### src/rtl/cpu_reg_wb_ctrl_pkg.sv
`default_nettype none
// ============================================================================
// Module   : cpu_reg_wb_ctrl_pkg
// Brief    : Shared CPU types for the register-file writeback path.
// Revision : 1.0 - initial release
// ============================================================================
package cpu_reg_wb_ctrl_pkg;

    localparam int XLEN       = 32;
    localparam int REG_ADDR_W = 5;

    typedef enum logic [1:0] {
        WB_NONE = 2'd0,
        WB_ALU  = 2'd1,
        WB_LOAD = 2'd2
    } wb_src_e;

    typedef enum logic [1:0] {
        ST_IDLE = 2'd0,
        ST_WAIT = 2'd1,
        ST_HOLD = 2'd2
    } starve_state_e;

    // x0 is never tracked; the reduced file only covers x1..x15.
    function automatic logic reg_tracked(input logic [REG_ADDR_W-1:0] rd,
                                         input logic                  more_regs);
        return (rd != '0) && (more_regs || !rd[REG_ADDR_W-1]);
    endfunction

endpackage
`default_nettype wire

### src/rtl/cpu_reg_scoreboard.sv
`default_nettype none
// ============================================================================
// Module   : cpu_reg_scoreboard
// Brief    : Busy bits for registers with an outstanding load.
// Revision : 1.0 - initial release
// ============================================================================
module cpu_reg_scoreboard
    import cpu_reg_wb_ctrl_pkg::*;
#(
    parameter logic MORE_REGISTERS = 1'b1
) (
    input  logic                  clk,
    input  logic                  rst,
    input  logic                  set_en,
    input  logic [REG_ADDR_W-1:0] set_rd,
    input  logic                  clr_en,
    input  logic [REG_ADDR_W-1:0] clr_rd,
    input  logic [REG_ADDR_W-1:0] rs1,
    input  logic [REG_ADDR_W-1:0] rs2,
    input  logic [REG_ADDR_W-1:0] rd,
    output logic                  busy_rs1,
    output logic                  busy_rs2,
    output logic                  busy_rd
);

    localparam int NUM_REGS = MORE_REGISTERS ? 32 : 16;
    localparam int IDX_W    = MORE_REGISTERS ? 5 : 4;

    logic [NUM_REGS-1:0] r_busy;

    function automatic logic lookup(input logic [REG_ADDR_W-1:0] addr,
                                    input logic [NUM_REGS-1:0]   vec);
        return reg_tracked(addr, MORE_REGISTERS) && vec[addr[IDX_W-1:0]];
    endfunction

    // Set takes precedence over clear when both target the same register.
    always_ff @(posedge clk or posedge rst) begin
        if (rst) begin
            r_busy <= '0;
        end else begin
            for (int i = 1; i < NUM_REGS; i++) begin
                if (set_en && (set_rd == REG_ADDR_W'(i))) begin
                    r_busy[i] <= 1'b1;
                end else if (clr_en && (clr_rd == REG_ADDR_W'(i))) begin
                    r_busy[i] <= 1'b0;
                end
            end
        end
    end

    assign busy_rs1 = lookup(rs1, r_busy);
    assign busy_rs2 = lookup(rs2, r_busy);
    assign busy_rd  = lookup(rd,  r_busy);

endmodule
`default_nettype wire

### src/rtl/cpu_reg_wb_ctrl.sv
`default_nettype none
// ============================================================================
// Module   : cpu_reg_wb_ctrl
// Brief    : ALU/load writeback arbiter with load scoreboard and starvation hold.
// Revision : 1.0 - initial release
// ============================================================================
module cpu_reg_wb_ctrl
    import cpu_reg_wb_ctrl_pkg::*;
#(
    parameter logic MORE_REGISTERS = 1'b1,
    parameter int   STARVE_LIMIT   = 4
) (
    input  logic                  clk,
    input  logic                  rst,
    input  logic                  alu_wr,
    input  logic [REG_ADDR_W-1:0] alu_rd,
    input  logic [XLEN-1:0]       alu_data,
    input  logic                  ld_valid,
    input  logic [REG_ADDR_W-1:0] ld_rd,
    input  logic [XLEN-1:0]       ld_data,
    output logic                  ld_ready,
    input  logic                  ld_issue,
    input  logic [REG_ADDR_W-1:0] ld_issue_rd,
    input  logic [REG_ADDR_W-1:0] dec_rs1,
    input  logic [REG_ADDR_W-1:0] dec_rs2,
    input  logic [REG_ADDR_W-1:0] dec_rd,
    output logic                  hazard,
    output logic                  alu_hold,
    output logic                  wr,
    output logic [REG_ADDR_W-1:0] addr_wr,
    output logic [XLEN-1:0]       data_wr,
    output logic                  fwd_valid,
    output logic [REG_ADDR_W-1:0] fwd_rd,
    output logic [XLEN-1:0]       fwd_data
);

    localparam logic [3:0] C_STARVE_LIMIT = 4'(STARVE_LIMIT);

    logic                  w_ld_drop, w_ld_accept, w_ld_blocked;
    wb_src_e               w_src;
    logic                  w_wr_nxt;
    logic [REG_ADDR_W-1:0] w_addr_nxt;
    logic [XLEN-1:0]       w_data_nxt;

    wb_src_e               r_src;
    logic                  r_wr;
    logic [REG_ADDR_W-1:0] r_addr_wr;
    logic [XLEN-1:0]       r_data_wr;

    starve_state_e         r_state, w_state_nxt;
    logic [3:0]            r_starve_cnt, w_cnt_nxt;
    logic                  r_alu_hold;

    logic                  w_busy_rs1, w_busy_rs2, w_busy_rd;
    logic                  w_issue_hit;

    // A load that would be dropped anyway never has to wait for the ALU.
    assign w_ld_drop    = !reg_tracked(ld_rd, MORE_REGISTERS);
    assign ld_ready     = !alu_wr || w_ld_drop;
    assign w_ld_accept  = ld_valid && ld_ready;
    assign w_ld_blocked = ld_valid && !ld_ready;

    always_comb begin
        w_src      = WB_NONE;
        w_wr_nxt   = 1'b0;
        w_addr_nxt = '0;
        w_data_nxt = '0;
        if (alu_wr) begin
            w_src      = WB_ALU;
            w_wr_nxt   = reg_tracked(alu_rd, MORE_REGISTERS);
            w_addr_nxt = alu_rd;
            w_data_nxt = alu_data;
        end else if (ld_valid) begin
            w_src      = WB_LOAD;
            w_wr_nxt   = !w_ld_drop;
            w_addr_nxt = ld_rd;
            w_data_nxt = ld_data;
        end
    end

    always_ff @(posedge clk or posedge rst) begin
        if (rst) begin
            r_src     <= WB_NONE;
            r_wr      <= 1'b0;
            r_addr_wr <= '0;
            r_data_wr <= '0;
        end else begin
            r_src     <= w_src;
            r_wr      <= w_wr_nxt;
            r_addr_wr <= w_addr_nxt;
            r_data_wr <= w_data_nxt;
        end
    end

    cpu_reg_scoreboard #(
        .MORE_REGISTERS (MORE_REGISTERS)
    ) u_scoreboard (
        .clk      (clk),
        .rst      (rst),
        .set_en   (ld_issue && reg_tracked(ld_issue_rd, MORE_REGISTERS)),
        .set_rd   (ld_issue_rd),
        .clr_en   (r_wr && (r_src == WB_LOAD)),
        .clr_rd   (r_addr_wr),
        .rs1      (dec_rs1),
        .rs2      (dec_rs2),
        .rd       (dec_rd),
        .busy_rs1 (w_busy_rs1),
        .busy_rs2 (w_busy_rs2),
        .busy_rd  (w_busy_rd)
    );

    assign w_issue_hit = ld_issue && (ld_issue_rd != '0) &&
                         ((ld_issue_rd == dec_rs1) || (ld_issue_rd == dec_rs2) ||
                          (ld_issue_rd == dec_rd));
    assign hazard = w_busy_rs1 || w_busy_rs2 || w_busy_rd || w_issue_hit;

    always_comb begin
        w_cnt_nxt   = r_starve_cnt;
        w_state_nxt = r_state;
        if (w_ld_accept) begin
            w_cnt_nxt = 4'd0;
        end else if (w_ld_blocked && (r_starve_cnt != 4'hF)) begin
            w_cnt_nxt = r_starve_cnt + 4'd1;
        end
        case (r_state)
            ST_IDLE: if (w_ld_blocked)
                         w_state_nxt = (w_cnt_nxt >= C_STARVE_LIMIT) ? ST_HOLD : ST_WAIT;
            ST_WAIT: if (w_ld_accept)                        w_state_nxt = ST_IDLE;
                     else if (w_cnt_nxt >= C_STARVE_LIMIT)  w_state_nxt = ST_HOLD;
            ST_HOLD: if (w_ld_accept)                        w_state_nxt = ST_IDLE;
            default: w_state_nxt = ST_IDLE;
        endcase
    end

    always_ff @(posedge clk or posedge rst) begin
        if (rst) begin
            r_state      <= ST_IDLE;
            r_starve_cnt <= 4'd0;
            r_alu_hold   <= 1'b0;
        end else begin
            r_state      <= w_state_nxt;
            r_starve_cnt <= w_cnt_nxt;
            r_alu_hold   <= (w_state_nxt == ST_HOLD);
        end
    end

    assign alu_hold  = r_alu_hold;
    assign wr        = r_wr;
    assign addr_wr   = r_addr_wr;
    assign data_wr   = r_data_wr;
    assign fwd_valid = r_wr;
    assign fwd_rd    = r_addr_wr;
    assign fwd_data  = r_data_wr;

endmodule
`default_nettype wire

### config.mk
export PLATFORM = sky130hd
export DESIGN_NAME = cpu_reg_wb_ctrl
export DESIGN_NICKNAME = d
export VERILOG_FILES = /design/src/rtl/cpu_reg_wb_ctrl_pkg.sv /design/src/rtl/cpu_reg_scoreboard.sv /design/src/rtl/cpu_reg_wb_ctrl.sv
export SDC_FILE = /design/constraint.sdc
export NUM_CORES = 1
export LEC_CHECK = 0
export ABC_AREA = 1
export CAP_MARGIN = 0
export CORE_UTILIZATION = 45
export DETAILED_ROUTE_END_ITERATION = 7
export GPL_TIMING_DRIVEN = 0
export PLACE_DENSITY = 0.92
export SLEW_MARGIN = 20
export SYNTH_ARGS = -nofsm -noshare
export SYNTH_HDL_FRONTEND = slang
export SYNTH_HIERARCHICAL = 1
export SYNTH_SLANG_ARGS = --single-unit
export TNS_END_PERCENT = 20
### constraint.sdc
create_clock -name clk -period 4.6 [get_ports clk]
set_clock_uncertainty 0.2 [all_clocks]
set_input_delay 0.46 -clock clk [delete_from_list [all_inputs] [get_ports clk]]
set_output_delay 0.46 -clock clk [all_outputs]
set_load 0.05 [all_outputs]
# ---- After elaboration in Yosys (flattened, before gate mapping)
# Cells that the tools add are included.
dict set report totals {
  ram_bits 0
  output_inout_bits 79
  register_bits 78
  elab_cells 315
  romBits 0
  latchBits 0
  memories 0
}
dict set report op_classes {
  shift 0
  mul 0
  n_reduce_logical 118
  div_mod_pow 0
  n_mux 84
  addsub 1
  bitwise 0
  eq_ne 70
  order_cmp 4
}
# cell count
set ops {}
lappend ops {{$eq 5x5->1 const B} 32}
lappend ops {{$eq 5x4->1 const B} 16}
lappend ops {{$logic_and 1x1->1} 71}
lappend ops {{$mux 1} 67}
lappend ops {{$mux 32} 2}
lappend ops {{$reduce_bool 2->1} 31}
lappend ops {{$eq 5x3->1 const B} 8}
lappend ops {{$reduce_bool 5->1} 6}
lappend ops {{$eq 5x2->1 const B} 4}
lappend ops {{$lt 5x6->1 const B} 3}
lappend ops {{$bmux 1 s5} 3}
lappend ops {{$eq 5x5->1} 3}
lappend ops {{$mux 2} 7}
lappend ops {{$eq 5x1->1 const B} 2}
lappend ops {{$mux 5} 2}
lappend ops {{$mux 4} 2}
lappend ops {{$eq 2x2->1 const B} 3}
lappend ops {{$logic_or 1x1->1} 6}
lappend ops {{$pmux 2 s3} 1}
lappend ops {{$add 4x1->4 const B} 1}
lappend ops {{$ge 4x3->1 const B} 1}
lappend ops {{$ne 4x4->1 const B} 1}
lappend ops {{$logic_not 1->1} 3}
lappend ops {{$eq 2x1->1 const B} 1}
lappend ops {{$logic_not 2->1} 1}

# ---- Depth between registers and ports, before layout
# Gate-level depths: netlist (run 1).
dict set report depth {
  depth_word 13
  depth_mapped 13
  depth_no_buf 13
}

# ---- By module
# The synthesis (run 1) kept the hierarchy.
# module cells_each seq_area_each_um2 n_inst area_each_um2
set modules_own_cells {}
lappend modules_own_cells {cpu_reg_scoreboard 453 775.7 1 2531.2}
lappend modules_own_cells {cpu_reg_wb_ctrl 215 1176.1 1 2329.7}

# ---- Worst setup path after synthesis (run 1)
# OpenSTA, ideal clock, no wires.
dict set report synth_path {
  kind {input-to-output}
  start {in dec_rs2[0]}
  end {out hazard}
  t_required_ns 3.940
  arrival_time_ns 1.670
  stages 11
  slack_ns 2.270
  path_cell_list {buf_2 -> buf_2 -> nand2_1 -> nand3_1 -> nand3_1 -> nand3_1 -> nand2_1 -> nand2_1 -> nand2_1 -> nor3_1 -> nand2_1}
}
dict set report synth_between {
  elab_chain_len 6
}
# element line_no
set synth_lines {}
lappend synth_lines {{start, declared} cpu_reg_wb_ctrl.sv:25} ;# input logic [REG_ADDR_W-1:0] dec_rs2,
lappend synth_lines {{$bmux 1 s5} cpu_reg_scoreboard.sv:33} ;# return reg_tracked(addr, MORE_REGISTERS) && vec[addr[IDX_W-1:0]];
lappend synth_lines {{$mux 1 (implied by the code)} cpu_reg_scoreboard.sv:33}
lappend synth_lines {{$logic_and 1x1->1 (*)} cpu_reg_scoreboard.sv:33}
lappend synth_lines {{named net w_busy_rs2} cpu_reg_wb_ctrl.sv:54} ;# logic w_busy_rs1, w_busy_rs2, w_busy_rd;
lappend synth_lines {{$logic_or 1x1->1 (*) (3 in a row)} cpu_reg_wb_ctrl.sv:115} ;# assign hazard = w_busy_rs1 || w_busy_rs2 || w_busy_rd || w_issue_hit;
lappend synth_lines {{end, declared} cpu_reg_wb_ctrl.sv:27} ;# output logic hazard,
# Mark *: on every way through the listed nets, which the timed path passes. The rest lies on a longest branch. The select of a mux whose other input is x is not followed.

# ---- Final worst setup path (run 1)
dict set report layout_path {
  start {in dec_rs1[0]}
  end {out hazard}
}
dict set report layout_between {
  elab_chain_len 6
}
# element line_no
set layout_lines {}
lappend layout_lines {{start, declared} cpu_reg_wb_ctrl.sv:24} ;# input logic [REG_ADDR_W-1:0] dec_rs1,
lappend layout_lines {{$bmux 1 s5} cpu_reg_scoreboard.sv:33}
lappend layout_lines {{$mux 1 (implied by the code)} cpu_reg_scoreboard.sv:33}
lappend layout_lines {{$logic_and 1x1->1 (*)} cpu_reg_scoreboard.sv:33}
lappend layout_lines {{named net w_busy_rs1} cpu_reg_wb_ctrl.sv:54}
lappend layout_lines {{$logic_or 1x1->1 (*) (3 in a row)} cpu_reg_wb_ctrl.sv:115}
# Marked as above.

==> results.txt, run 1 <==
Rel. slew slack - 0.5899
Largest family of logic cells by synthesized area - simple AND/OR/NAND/NOR gates
Internal power - 1.352 mW
Skew-Pair Late Insertion Delay - 0.35 ns
Post-synth top cells - nand2_1, dfrtp_1, inv_1
Largest net degree at the start of global routing - 36
DR WL/cell - 16.24 µm
Unrepaired setup endpoints after global routing - no
Total CTS buffers - 9
IO Pins - 178
Layout cells sized above 1 - 0.1079
Arr. time, crit path - 2.93 ns
Syn nets - 768
Initial Util - 0.4667
Sw frac - 0.3567
CP endpoint kind - primary output
Row cnt - 37
CTS clk-pin slew, worst paths - 0.08 ns
Die height - 105.9 µm
Vias per inst - 5.223
Final hold viol count - 0
Gate Count Post-Synth - 668
Fin crit period - 3.587 ns
Achievable clock frequency - 0.2788 GHz
Gpl congestion - 0.9339
Overall Global Routing Usage - 0.2934
Top sig layer - met4
Top post-synthesis cells by area - dfrtp_1, nand2_1, buf_4, a22o_1, nand3_1
Pins Over Slew Limit - 0
Ys flop type - dfrtp_1
M1 WL - 6.077 mm
VDD IR-drop max - 0.2419 mV
Max Cap Viol - 0
Post-synth EDFFs - 0
1st-pass router iterations - 7
Post-Synth Adder-Cell Area - 0.002574
Compound-cell area share of the yosys netlist - 0.1133
Crit Path Class - in2out
Multiplexer share of the synthesized area - 0
Met3 wire length - 1.462 mm
Actual slew at the worst max-slew pin - 0.6132 ns
Static leakage - 3.289 nW
Combinational Power Share - 0.352
Initial antenna violation count - 2
Count leader, synth - nand2_1
Clock power share - 0.264
Post-CTS setup buffers - 0
Final HPWL DP - 12.38 mm
Final global-route overflow total - 0
Total power - 2.102 mW
DRT antenna net count - 0
Setup TNS - 0 ns
Area Overhead vs Synth - 44.86%
H-tree levels - 3
Synth Area in XOR/XNOR - 0.03063
CTS resizes - 0
Final #Nets - 957
Total power density per cell area - 298.5 mW/mm²
Ys async rst share - 1.000
CTS tree - yes
Startpoint type of the worst setup path - input port
Clock sink total - 78
Top cell type's share of synthesized area - 0.4015
Vias - 5223
Vias in the first global route - 5161
Bufs on Longest Clock Path - 2
NetSw - 0.7498 mW
Worst hold path type - in2async
Syn_area_per_cell - 7.277 µm²
Core box area - 0.01042 mm²
DRC Markers - 0
WP data required - 3.94 ns
Root Driver - clkbuf_8
Die area - 0.01122 mm²
Initial DRC count - 463
WL final - 16.24 mm
Max FO, Critical Path - 10
Filler instances - 828
Seq/Total Area, Yosys - 0.4015
Hold Buf Count CTS - 0
Status - complete, no violations
Simple-gate share of the synthesized area - 0.3125
First-pass GRT wire length - 25.30 mm
Setup-failing EPs final - 0
IO Port Bufs - 177
Yosys reg bits - 78
Register share of total power - 0.384
Met2 Wirelength - 8.118 mm
Area leader, netlist - dfrtp_1
Die W - 105.9 µm
Yosys warning count - 8
Synth cell types - 32
Synth Cell Area - 0.004861 mm²
Fin crit share - 0.7798
## final timing paths
check	start	end	slack [ns]	depth (start not counted)
hold reg to reg	u_scoreboard/r_busy[18]	u_scoreboard/r_busy[18]	0.31	2
hold / removal	rst	data_wr[16]	0.24	2
min in group clk	u_scoreboard/r_busy[18]	u_scoreboard/r_busy[18]	0.31	2
setup reg to reg	r_starve_cnt[0]	alu_hold	2.74	9
setup / recovery	dec_rs1[0]	hazard	1.01	13
max in group asynchronous	rst	u_scoreboard/r_busy[13]	3.42	2
## flip-flops by register name, indices dropped and copies added, names as in the netlist
signal / count
addr_wr: 5
alu_hold: 1
data_wr: 32
fwd_valid: 1
r_src: 2
r_starve_cnt: 4
r_state: 2
u_scoreboard/r_busy: 31
## power groups by stage
stage                     combinational, mW  sequential, mW  clock, mW
after global placement                0.711           0.815          0
after floorplan                       0.359           0.898          0
final                                 0.739           0.808      0.555
after CTS                             0.733           0.807      0.559
after detailed placement              0.728           0.818          0
after global routing                  0.788           0.815      0.595
## stage by stage
step / setup WS, ns / hold slack [ns] / utilization / std cells / area (µm²)
2_1_floorplan: 2.270 / 0.2625 / - / 668 / 4861
3_3_place_gp: 1.078 / 0.2765 / 0.6531 / 981 / 6803
3_5_place_dp: 1.075 / 0.2912 / 0.6550 / 982 / 6823
4_1_cts: 1.061 / 0.2073 / 0.6756 / 998 / 7037
5_1_grt: 0.8690 / 0.2755 / 0.6760 / 1000 / 7042
6_report: 1.013 / 0.2427 / 0.6760 / 1000 / 7042
## worst max-delay path, cell delays in order
cell and delay, ns:
clkdlybuf4s50_1 0.49, buf_2 0.22, buf_2 0.25, nand2_1 0.08, nand3_1 0.10, nand3_1 0.09
nand3_1 0.11, nand2_1 0.06, nand2_1 0.05, nand2_1 0.07, nor3_1 0.17, nand2_1 0.07
clkdlybuf4s50_1 0.69
## cell type report
class | instances | area (µm²) | area share
Antenna cell | 2 | 5.005 | 0.0007107
Buffer | 60 | 421.7 | 0.05988
Clock buffer | 10 | 127.6 | 0.01812
Clock inverter | 6 | 86.33 | 0.01226
Inverter | 68 | 256.5 | 0.03643
Multi-Input combinational cell | 462 | 2231 | 0.3168
Sequential cell | 78 | 1952 | 0.2772
Tap cell | 136 | 170.2 | 0.02416
Timing Repair Buffer | 178 | 1792 | 0.2544
## metal layers
| layer | up-vias | GRT usage |
|---|---|---|
| met2 | 313 | 0.5196 |
| met3 | 56 | 0.07051 |
| met5 | - | 0 |
| li1 | 2482 | - |
| met4 | 0 | 0.1468 |
| met1 | 2372 | 0.3282 |
## cell usage in the layout, fill, tap and decap left out
cell type        synthesis  layout
nand2_1                245     245
clkdlybuf4s50_1          0     177
dfrtp_1                 78      78
nand3_1                 61      61
inv_1                   62      60
buf_4                   41      41
nor2_1                  40      40
a22o_1                  35      35
o21ai_0                 31      31
buf_2                   10      10
xnor2_1                 10      10
clkbuf_8                 0       9
inv_2                    5       7
xor2_1                   7       7
clkbuf_1                 5       6
a21oi_1                  5       5
buf_6                    4       4
nand4_1                  4       4
nor2_2                   3       3
nand2_2                  3       3
clkinv_2                 1       3
or2_2                    3       3
diode_2                  0       2
o41ai_1                  2       2
bufinv_16                0       2
o211ai_1                 2       2
a31oi_1                  2       2
nand3_4                  1       1
nand2_4                  1       1
nand4_2                  1       1
o21ai_2                  1       1
nand3_2                  1       1
or2_1                    1       1
nor3_1                   1       1
ha_1                     1       1
clkinvlp_4               0       1
clkinv_4                 0       1
buf_12                   0       1
a32o_1                   1       1
## logic make-up (layout without fill, tap and decap cells)
group | count (synthesis) | after routing
fa+ha+maj | 1 | 1
compound gates | 79 | 79
buf+inv | 128 | 322
flops | 78 | 78
xor+xnor | 17 | 17
other cells | 0 | 2
simple gates | 365 | 365
No activity file was read; power rests on OpenSTA's default activity.
==> inputs of run 2 (changes only) <==
--- a/config.mk
+++ b/config.mk
@@ -7,10 +7,10 @@
 export LEC_CHECK = 0
 export ABC_AREA = 1
 export CAP_MARGIN = 0
-export CORE_UTILIZATION = 45
+export CORE_UTILIZATION = 41
 export DETAILED_ROUTE_END_ITERATION = 7
 export GPL_TIMING_DRIVEN = 0
-export PLACE_DENSITY = 0.92
+export PLACE_DENSITY = 0.89
 export SLEW_MARGIN = 20
 export SYNTH_ARGS = -nofsm -noshare
 export SYNTH_HDL_FRONTEND = slang
==> constraint.sdc (replaced) <==
create_clock -name clk -period 3 [get_ports clk]
set_clock_uncertainty 0.2 [all_clocks]
set_input_delay 0.3 -clock clk [delete_from_list [all_inputs] [get_ports clk]]
set_output_delay 0.3 -clock clk [all_outputs]
set_load 0.05 [all_outputs]
==> run 2 against run 1 <==
Compared with the run above: setup slack got worse by 0.81 ns; register-to-register slack got worse by 1.6 ns; core utilization decreased by 5.5 points; highest routed layer unchanged; hold slack got worse by 0.12 ns; sequential share of layout area decreased by 0.32 points; clock power increased by 91%; total power increased by 63%; largest power group unchanged; critical path type unchanged; non-clock buffer count unchanged; routed wire length decreased by 0.89%; die area increased by 9.6%; cell area increased by 1.2%.
==> results.txt, run 2 (same netlist as run 1, synthesis figures left out) <==
Status - complete, no violations
CP endpoint kind - primary output
WP data required - 2.50 ns
Commonest non-fill, non-tap cell in the layout - nand2_1
Final #Nets - 957
WL final - 16.09 mm
Pins Over Slew Limit - 0
Final cell count without fillers - 1007
Worst Setup SP - dec_rs1[0]
Initial antenna violation count - 2
Dpl cells - 989
Worst hold path type - in2async
First-pass GRT wire length - 25.74 mm
Static leakage - 3.322 nW
DRT antenna net count - 0
Max FO, Critical Path - 10
Fin crit share - 0.9337
Final global-route overflow total - 0
Die height - 110.9 µm
H-tree levels - 3
Max Cap Viol - 0
Rel. slew slack - 0.5823
Total CTS buffers - 9
VDD IR-drop max - 0.3539 mV
Setup-failing EPs final - 0
1st-pass router iterations - 7
Most used cell along the critical path - nand2_1
Core box area - 0.01147 mm²
Achievable clock frequency - 0.3570 GHz
Startpoint type of the worst setup path - input port
IO Pins - 178
Slowest stage delay, CP - 0.50 ns
CTS clk-pin slew, worst paths - 0.06 ns
Initial DRC count - 452
Number of flip-flops in the largest register - 32
Arr. time, crit path - 2.30 ns
DRC Markers - 0
Unrepaired setup endpoints after global routing - no
Root Driver - clkbuf_16
IO Port Bufs - 177
Skew-Pair Late Insertion Delay - 0.33 ns
Slowest CP cell - clkdlybuf4s50_1
Layout cells sized above 1 - 0.1079
Largest net degree at the start of global routing - 32
WHS - 0.1236 ns
Die area - 0.01230 mm²
Fin crit period - 2.801 ns
Crit-path cells - clkdlybuf4s50_1 -> buf_2 -> buf_2 -> nand2_1 -> nand3_1 -> nand3_1 -> nand3_1 -> nand2_1 -> nand2_1 -> nand2_1 -> nor3_1 -> nand2_1 -> clkbuf_2
Vias in the first global route - 5195
Vias - 5187
Area Overhead vs Synth - 46.56%
Clock sink total - 78
Final HPWL DP - 12.44 mm
Row cnt - 39
Final hold viol count - 0
Gpl congestion - 1.017
Post-CTS setup buffers - 0
Crit Path Class - in2out
Vias per inst - 5.151
CTS tree - yes
Initial Util - 0.4239
Overall Global Routing Usage - 0.2639
Reg2Reg Launch Point - fwd_valid
Commonest cells after routing, fill and taps aside - nand2_1, clkdlybuf4s50_1, dfrtp_1
Die W - 110.9 µm
Final non-filler cell area - 0.007124 mm²
Bufs on Longest Clock Path - 2
Total power density per cell area - 481.2 mW/mm²
Placed cell areas - 0.006832 mm²
Actual slew at the worst max-slew pin - 0.6257 ns
DR WL/cell - 15.98 µm
run 2: cell types whose count changed in the layout (fill, tap and decap cells not counted):
cell             delta
bufinv_16           -1
clkbuf_1            +1
clkbuf_8            -9
clkbuf_16           +9
clkbuf_2            +1
clkinv_4            +1
clkdlybuf4s50_1     -1
clkinv_2            -1
run 2: timing repair:
action	in CTS	in global routing
gates resized for setup	1	2
setup endpoints to repair	1	1
hold buffers	0	0
run 2: report_power, final:
| part | internal (mW) | switching [mW] | total (mW) |
|---|---|---|---|
| combinational | 0.451 | 0.670 | 1.12 |
| sequential | 1.16 | 0.0866 | 1.24 |
| clock | 0.646 | 0.419 | 1.06 |
run 2: worst max-delay path: cells and delay by family:
kind                   cells  cell delay, ns
buffers and inverters      4            1.21
and+or+nand+nor            9            0.80
run 2: per-stage QoR:
| step | setup TNS [ns] | util | power, mW | setup WS [ns] |
|---|---|---|---|---|
| global route | 0 | 0.6213 | 3.587 | 0.006566 |
| detailed placement | -0.2318 | 0.5957 | 2.368 | -0.2318 |
| CTS | 0 | 0.6212 | 3.436 | 0.04079 |
| global placement | -0.2210 | 0.5940 | 2.349 | -0.2210 |
| floorplan | 0 | - | 1.927 | 0.9896 |
| finish | 0 | 0.6213 | 3.428 | 0.1989 |
run 2: final timing paths:
path	to	slack, ns	cells past startpoint
worst max-delay path	hazard	0.20	13
worst min-delay path	data_wr[19]	0.12	2
worst max register to register	u_scoreboard/r_busy[15]	1.16	6
worst min register to register	u_scoreboard/r_busy[21]	0.30	2
max in group asynchronous	u_scoreboard/r_busy[27]	1.96	2
min in group clk	r_src[0]	0.28	1
run 2: routing by layer:
layer	vias up	routed length (µm)	track usage
li1	2482	-	-
met2	266	7867	0.4476
met3	55	1355	0.06670
met1	2384	6223	0.3088
met4	0	647	0.1333
met5	-	0	0
run 2: area by class of cell:
class	count	area, µm²
Multi-Input combinational cell	462	2231
Tap cell	143	178.9
Sequential cell	78	1952
Fill cell	989	4343
Buffer	60	421.7
Antenna cell	2	5.005
Inverter	68	256.5
Clock buffer	11	232.7
Timing Repair Buffer	178	1787
Clock inverter	5	60.06
